==> src/rtl/stream_grant_arbiter_pkg.sv <==
// ============================================================================
//  Module  : crossbar_pkg
//  Brief   : Shared counts, widths, arbiter FSM encoding and rotation helper.
//  Rev     : 1.0  initial release
// ============================================================================
`default_nettype none

package crossbar_pkg;

    localparam int DEF_S_DATA_COUNT = 2;
    localparam int DEF_M_DATA_COUNT = 3;
    localparam int DEF_T_ID___WIDTH = $clog2(DEF_S_DATA_COUNT);
    localparam int DEF_T_DEST_WIDTH = $clog2(DEF_M_DATA_COUNT);

    typedef enum logic [0:0] {
        IDLE   = 1'b0,
        LOCKED = 1'b1
    } arb_state_e;

    // Rotational distance of idx past ptr: ptr+1 -> 0, ..., ptr -> n-1.
    function automatic int rr_distance(input int idx, input int ptr, input int n);
        return (idx - ptr - 1 + 2 * n) % n;
    endfunction

endpackage

`default_nettype wire

==> src/rtl/stream_grant_arbiter_if.sv <==
// ============================================================================
//  Module  : stream_grant_arbiter_if
//  Brief   : Request/handshake bundle between the stream masters and the
//            per-destination grant arbiter.
//  Rev     : 1.0  initial release
// ============================================================================
`default_nettype none

interface stream_grant_arbiter_if #(
    parameter int S_DATA_COUNT = crossbar_pkg::DEF_S_DATA_COUNT,
    parameter int M_DATA_COUNT = crossbar_pkg::DEF_M_DATA_COUNT,
    parameter int T_ID___WIDTH = $clog2(S_DATA_COUNT),
    parameter int T_DEST_WIDTH = $clog2(M_DATA_COUNT)
);

    logic [S_DATA_COUNT-1:0][T_DEST_WIDTH-1:0] s_dest_i;
    logic [S_DATA_COUNT-1:0]                   s_valid_i;
    logic [S_DATA_COUNT-1:0]                   s_last_i;
    logic [M_DATA_COUNT-1:0]                   m_ready_i;
    logic [M_DATA_COUNT-1:0][T_ID___WIDTH-1:0] grant_o;
    logic [M_DATA_COUNT-1:0]                   grant_valid_o;

    modport master (
        output s_dest_i,
        output s_valid_i,
        output s_last_i,
        output m_ready_i,
        input  grant_o,
        input  grant_valid_o
    );

    modport slave (
        input  s_dest_i,
        input  s_valid_i,
        input  s_last_i,
        input  m_ready_i,
        output grant_o,
        output grant_valid_o
    );

endinterface

`default_nettype wire

==> src/rtl/stream_grant_arbiter_rr_arbiter.sv <==
// ============================================================================
//  Module  : stream_rr_arbiter
//  Brief   : Packet-locking round-robin arbiter for one destination slave.
//  Rev     : 1.0  initial release
// ============================================================================
`default_nettype none

module stream_rr_arbiter
    import crossbar_pkg::*;
#(
    parameter int S_DATA_COUNT = DEF_S_DATA_COUNT,
    parameter int T_ID___WIDTH = $clog2(S_DATA_COUNT)
) (
    input  logic                    clk_i,
    input  logic                    rst_n_i,
    input  logic [S_DATA_COUNT-1:0] req_i,
    input  logic                    ready_i,
    input  logic [S_DATA_COUNT-1:0] last_i,
    output logic [T_ID___WIDTH-1:0] grant_o,
    output logic                    grant_valid_o
);

    localparam logic [0:0]              ST_IDLE   = IDLE;
    localparam logic [0:0]              ST_LOCKED = LOCKED;
    localparam logic [T_ID___WIDTH-1:0] PTR_RESET = T_ID___WIDTH'(S_DATA_COUNT - 1);

    logic [0:0]              state_q, state_d;
    logic [T_ID___WIDTH-1:0] grant_q, grant_d;
    logic [T_ID___WIDTH-1:0] ptr_q,   ptr_d;

    logic                    pick_found;
    logic [T_ID___WIDTH-1:0] pick_idx;
    int                      best_dist;
    logic                    pkt_done;

    // Closest requester after the pointer wins; master ptr itself is last.
    always_comb begin
        pick_found = 1'b0;
        pick_idx   = '0;
        best_dist  = S_DATA_COUNT;
        for (int i = 0; i < S_DATA_COUNT; i++) begin
            if (req_i[i] && (rr_distance(i, int'(ptr_q), S_DATA_COUNT) < best_dist)) begin
                best_dist  = rr_distance(i, int'(ptr_q), S_DATA_COUNT);
                pick_idx   = T_ID___WIDTH'(i);
                pick_found = 1'b1;
            end
        end
    end

    // req_i already folds in valid and destination match of the owner.
    assign pkt_done = req_i[grant_q] && ready_i && last_i[grant_q];

    always_comb begin
        state_d = state_q;
        grant_d = grant_q;
        ptr_d   = ptr_q;
        case (state_q)
            ST_IDLE: begin
                if (pick_found) begin
                    grant_d = pick_idx;
                    state_d = ST_LOCKED;
                end
            end
            ST_LOCKED: begin
                if (pkt_done) begin
                    ptr_d   = grant_q;
                    state_d = ST_IDLE;
                end
            end
            default: state_d = ST_IDLE;
        endcase
    end

    always_ff @(posedge clk_i or negedge rst_n_i) begin
        if (!rst_n_i) begin
            state_q <= ST_IDLE;
            grant_q <= '0;
            ptr_q   <= PTR_RESET;
        end else begin
            state_q <= state_d;
            grant_q <= grant_d;
            ptr_q   <= ptr_d;
        end
    end

    assign grant_o       = grant_q;
    assign grant_valid_o = (state_q == ST_LOCKED);

endmodule

`default_nettype wire

==> src/rtl/stream_grant_arbiter.sv <==
// ============================================================================
//  Module  : stream_grant_arbiter
//  Brief   : Crossbar grant stage; one packet-locking arbiter per slave.
//  Rev     : 1.0  initial release
// ============================================================================
`default_nettype none

module stream_grant_arbiter
    import crossbar_pkg::*;
#(
    parameter int S_DATA_COUNT = DEF_S_DATA_COUNT,
    parameter int M_DATA_COUNT = DEF_M_DATA_COUNT,
    parameter int T_ID___WIDTH = $clog2(S_DATA_COUNT),
    parameter int T_DEST_WIDTH = $clog2(M_DATA_COUNT)
) (
    input  logic                  clk_i,
    input  logic                  rst_n_i,
    stream_grant_arbiter_if.slave bus
);

    logic [M_DATA_COUNT-1:0][S_DATA_COUNT-1:0] req;

    for (genvar j = 0; j < M_DATA_COUNT; j++) begin : g_slave
        localparam logic [T_DEST_WIDTH-1:0] DEST_ID = T_DEST_WIDTH'(j);

        for (genvar i = 0; i < S_DATA_COUNT; i++) begin : g_req
            assign req[j][i] = bus.s_valid_i[i] && (bus.s_dest_i[i] == DEST_ID);
        end

        stream_rr_arbiter #(
            .S_DATA_COUNT (S_DATA_COUNT),
            .T_ID___WIDTH (T_ID___WIDTH)
        ) u_arb (
            .clk_i         (clk_i),
            .rst_n_i       (rst_n_i),
            .req_i         (req[j]),
            .ready_i       (bus.m_ready_i[j]),
            .last_i        (bus.s_last_i),
            .grant_o       (bus.grant_o[j]),
            .grant_valid_o (bus.grant_valid_o[j])
        );
    end

endmodule

`default_nettype wire

==> src/flat_wrapper.sv <==
// flat-port wrapper written by rule: the top's interface ports become plain ports
module stream_grant_arbiter_flat import crossbar_pkg::*;
#(
    parameter int S_DATA_COUNT = DEF_S_DATA_COUNT,
    parameter int M_DATA_COUNT = DEF_M_DATA_COUNT,
    parameter int T_ID___WIDTH = $clog2(S_DATA_COUNT),
    parameter int T_DEST_WIDTH = $clog2(M_DATA_COUNT)
)
  (clk_i, rst_n_i, bus_s_dest_i, bus_s_valid_i, bus_s_last_i, bus_m_ready_i, bus_grant_o, bus_grant_valid_o);
  stream_grant_arbiter_if #(.S_DATA_COUNT(S_DATA_COUNT), .M_DATA_COUNT(M_DATA_COUNT), .T_ID___WIDTH(T_ID___WIDTH), .T_DEST_WIDTH(T_DEST_WIDTH)) bus_i ();
  input  logic clk_i;
  input  logic rst_n_i;
  input wire logic [$bits(bus_i.s_dest_i)-1:0] bus_s_dest_i;
  input wire logic [$bits(bus_i.s_valid_i)-1:0] bus_s_valid_i;
  input wire logic [$bits(bus_i.s_last_i)-1:0] bus_s_last_i;
  input wire logic [$bits(bus_i.m_ready_i)-1:0] bus_m_ready_i;
  output wire logic [$bits(bus_i.grant_o)-1:0] bus_grant_o;
  output wire logic [$bits(bus_i.grant_valid_o)-1:0] bus_grant_valid_o;
  assign bus_i.s_dest_i = bus_s_dest_i;
  assign bus_i.s_valid_i = bus_s_valid_i;
  assign bus_i.s_last_i = bus_s_last_i;
  assign bus_i.m_ready_i = bus_m_ready_i;
  assign bus_grant_o = bus_i.grant_o;
  assign bus_grant_valid_o = bus_i.grant_valid_o;
  stream_grant_arbiter #(.S_DATA_COUNT(S_DATA_COUNT), .M_DATA_COUNT(M_DATA_COUNT), .T_ID___WIDTH(T_ID___WIDTH), .T_DEST_WIDTH(T_DEST_WIDTH)) u_core (.clk_i(clk_i), .rst_n_i(rst_n_i), .bus(bus_i));
endmodule
==> config.mk <==
export PLATFORM = sky130hd
export DESIGN_NAME = stream_grant_arbiter_flat
export DESIGN_NICKNAME = d
export VERILOG_FILES = /design/src/rtl/stream_grant_arbiter_pkg.sv /design/src/rtl/stream_grant_arbiter_if.sv /design/src/rtl/stream_grant_arbiter_rr_arbiter.sv /design/src/rtl/stream_grant_arbiter.sv /design/src/flat_wrapper.sv
export SDC_FILE = /design/constraint.sdc
export NUM_CORES = 1
export LEC_CHECK = 0
export CORE_AREA = 2 2 39 41
export CTS_BUF_LIST = sky130_fd_sc_hd__clkbuf_4
export DETAILED_ROUTE_END_ITERATION = 10
export DIE_AREA = 0 0 41 43
export PLACE_DENSITY = 0.7
export SLEW_MARGIN = 10
export SYNTH_ARGS = -nofsm -noshare
export SYNTH_HDL_FRONTEND = slang
export SYNTH_HIERARCHICAL = 1
export SYNTH_SLANG_ARGS = --single-unit
==> constraint.sdc <==
create_clock -name clk_i -period 0.8 [get_ports clk_i]
set_input_delay 0.12 -clock clk_i [delete_from_list [all_inputs] [get_ports clk_i]]
set_output_delay 0.12 -clock clk_i [all_outputs]
set_load 0.01 [all_outputs]
==> summary.md <==
| Metric | Value |
|---|---|
| Outcome | `finished, violations left` |
| Failing checks | `negative setup slack` |
| Required @ worst endpoint | `between 0.9 and 1 ns` |
| Max_slew headroom | `0.789` |
| Post-Synth Simple-Gate Area | `0.319` |
| Worst Slack Setup Final | `-0.184 ns` |
| Leak | `0.410 nW` |
| Register area share after synthesis | `0.442` |
| Cell Area, Synth | `just over 500 sq um` |
| CP Launch Type | `flip-flop` |
| Most frequent cells in the layout | `buf_6 (12), dlygate4sd2_1 (7), clkdlybuf4s50_1 (5)` |
| Worst-Skew Late Latency | `roughly 0.26 ns` |
| Initial antenna violation count | `0` |
| Layout cells sized above 1 | `0.648` |
| DRT Wirelength | `approximately 1500 um` |
| Final Setup Violations | `15` |
| Via count | `~540` |
| Maxcap violations | `0` |
| Core Footprint | `0.00138 sq mm` |
| Total gr overflow | `0` |
| Final hold violations | `0` |
| FP Rows | `14` |
| Adder-cell share of the synthesized area | `0` |
| Fmax | `roughly 1.0 GHz` |
| Synth top area cells | `dfrtp_1 (29%), dfstp_2 (15%), and3b_1 (6.8%)` |
| Crit share post-route | `1.23` |
| CTS tree | `done` |
| Average cell area after synthesis | `between 10 and 15 sq um` |
| GR Util All Layers | `0.191` |
| Worst Tran Pin Value | `~0.32 ns` |
| Dpl hpwl | `between 1000 and 1500 um` |
| Root buffer cell | `clkbuf_4` |
| Worst VDD drop | `approximately 2.0 mV` |
| Synth-to-Final Area Change | `91.1%` |
| Netlist cell types | `16` |
| Die W | `41 um` |
| CP arrival | `between 1 and 1.5 ns` |
| Detail-routed via count per cell | `5.14` |
| Dpl ws | `-0.594 ns` |
| Pins over their slew limit | `0` |
| Yosys reg bits | `9` |
| Post-synthesis mux area share | `0` |
| PwrDens | `3060 mW/mm^2` |
| Die ar. | `approximately 0.0018 sq mm` |
| Vias in the first global route | `around 520` |
| Clock skew | `roughly 0.004 ns` |
| Nets | `between 100 and 150` |
| Cells after Synth | `51` |
| Most common library cell in the layout ignoring fill and taps | `buf_6` |
| CP Max Fanout | `3` |
| Largest net degree at the start of global routing | `10` |
| Filler cells | `104` |
| Clock slew at reported path FFs | `about 0.060 ns` |
| DR pass1 iterations | `4` |
| Setup Total Neg Slack | `-1.83 ns` |
| Placer Congestion | `0.782` |
| Type of the most critical hold path | `in2async` |
| Yosys warns | `6` |
| Minimum clock period | `between 0.9 and 1 ns` |
| Dominant cell type by area after synthesis | `dfrtp_1` |
| Setup CP Type | `reg2reg` |
| Starting density of the core | `0.374` |
| Sinks on Clock Net | `9` |
| Setup repair after global routing missed its margin | `yes` |
| Routed len/inst | `14.4 um` |
| CTS Hold Bufs | `0` |
| Final hold slack | `between 0.15 and 0.2 ns` |
| Synth Area in Compound Gates | `0.217` |
| Crit. Startpoint | `u_core/g_slave[2].u_arb/grant_o$_DFFE_PN0P_` |
| Longest Clk Path Bufs | `2` |
| First-pass GRT wire length | `roughly 2200 um` |
| Worst setup EP type | `flip-flop` |
| Die Ht | `~43 um` |
| Synth top area share | `0.290` |
| Buffers on Ports | `18` |
| Worst r2r src | `u_core/g_slave[2].u_arb/grant_o$_DFFE_PN0P_` |
| H-tree lvl count | `1` |
| Drt drc | `0` |
| # diodes | `0` |
| Synth Area in XOR/XNOR | `0` |
| 1st-iter DRT viols | `6` |
| Largest family of logic cells by synthesized area | `simple AND/OR/NAND/NOR gates` |
| Syn_nets | `between 60 and 70` |
| Routed Antenna Nets | `0` |
| Num CTS Buffers | `3` |
| Top-level port count | `19` |
synthesized netlist by cell type:
cell and instances:
a211oi_1 3, a21oi_2 3, nor3_1 3, nand2_1 3, nand2_2 3, and3b_1 4
nand2b_1 3, inv_1 3, o32a_1 3, dfrtp_1 6, nor2_1 3, nor3b_2 2
nor3_2 3, a21oi_1 3, dfstp_2 3, a31oi_1 3
path summary, 6_finish.rpt:
check,endpoint,slack [ns],cells past startpoint
worst min register to register,u_core/g_slave[0].u_arb/ptr_q$_DFFE_PN1P_,0.53,1
min in group clk_i,u_core/g_slave[0].u_arb/grant_valid_o$_DFF_PN0_,0.44,5
worst max register to register,u_core/g_slave[2].u_arb/ptr_q$_DFFE_PN1P_,-0.18,4
max in group asynchronous,u_core/g_slave[0].u_arb/ptr_q$_DFFE_PN1P_,0.43,2
worst min-delay path,u_core/g_slave[0].u_arb/grant_valid_o$_DFF_PN0_,0.18,2
worst max-delay path,u_core/g_slave[2].u_arb/ptr_q$_DFFE_PN1P_,-0.18,4
metrics by stage:
step / area, sq um / total power [mW] / instances / utilization
floorplan: 528 / 1.40 / 51 / -
global placement: 846 / 2.17 / 99 / 0.611
detailed placement: 846 / 2.20 / 99 / 0.611
CTS: 957 / 2.89 / 103 / 0.692
global route: 990 / 3.22 / 104 / 0.715
finish: 990 / 3.03 / 104 / 0.715
logic make-up (layout without fill, tap and decap cells):
family | after synthesis | in the layout
and+or+nand+nor | 24 | 24
DFF | 9 | 9
buffers and inverters | 3 | 40
AOI/OAI and AO/OA | 15 | 15
final cells by class:
type | instances | area (sq um) | area share
Clock buffer | 4 | 30.0 | 0.0303
Inverter | 3 | 18.8 | 0.0190
Multi-Input combinational cell | 39 | 372 | 0.375
Sequential cell | 9 | 233 | 0.235
Tap cell | 16 | 20.0 | 0.0202
Timing Repair Buffer | 33 | 317 | 0.320
what timing repair did:
item	CTS	global route
buffers inserted	0	1
resized for setup	61	6
setup endpoints to repair	15	15
pin swaps	14	3
sequential cells by signal, summed over array words and instances (netlist names):
signal and count:
u_core/g_slave.u_arb/grant_o 3, u_core/g_slave.u_arb/grant_valid_o 3, u_core/g_slave.u_arb/ptr_q 3
worst max-delay path, cell delays in order, from the launching register on:
cell,delay [ns]
dfrtp_2,0.43
buf_6,0.13
a21oi_4,0.14
nor3_2,0.05
o32a_1,0.15
power breakdown:
group          total (mW)  switching [mW]  internal [mW]
clock               0.381           0.155          0.226
combinational        1.76           0.793          0.972
sequential          0.886           0.168          0.717
total                3.03            1.12           1.92
per-layer routing:
layer	track usage	vias to the layer above	routed length (um)
met5	0	-	0
met4	0.120	0	31
met3	0.0314	4	87
met2	0.281	21	691
met1	0.249	242	689
li1	-	268	-
Power figures use the tool's default switching activity.
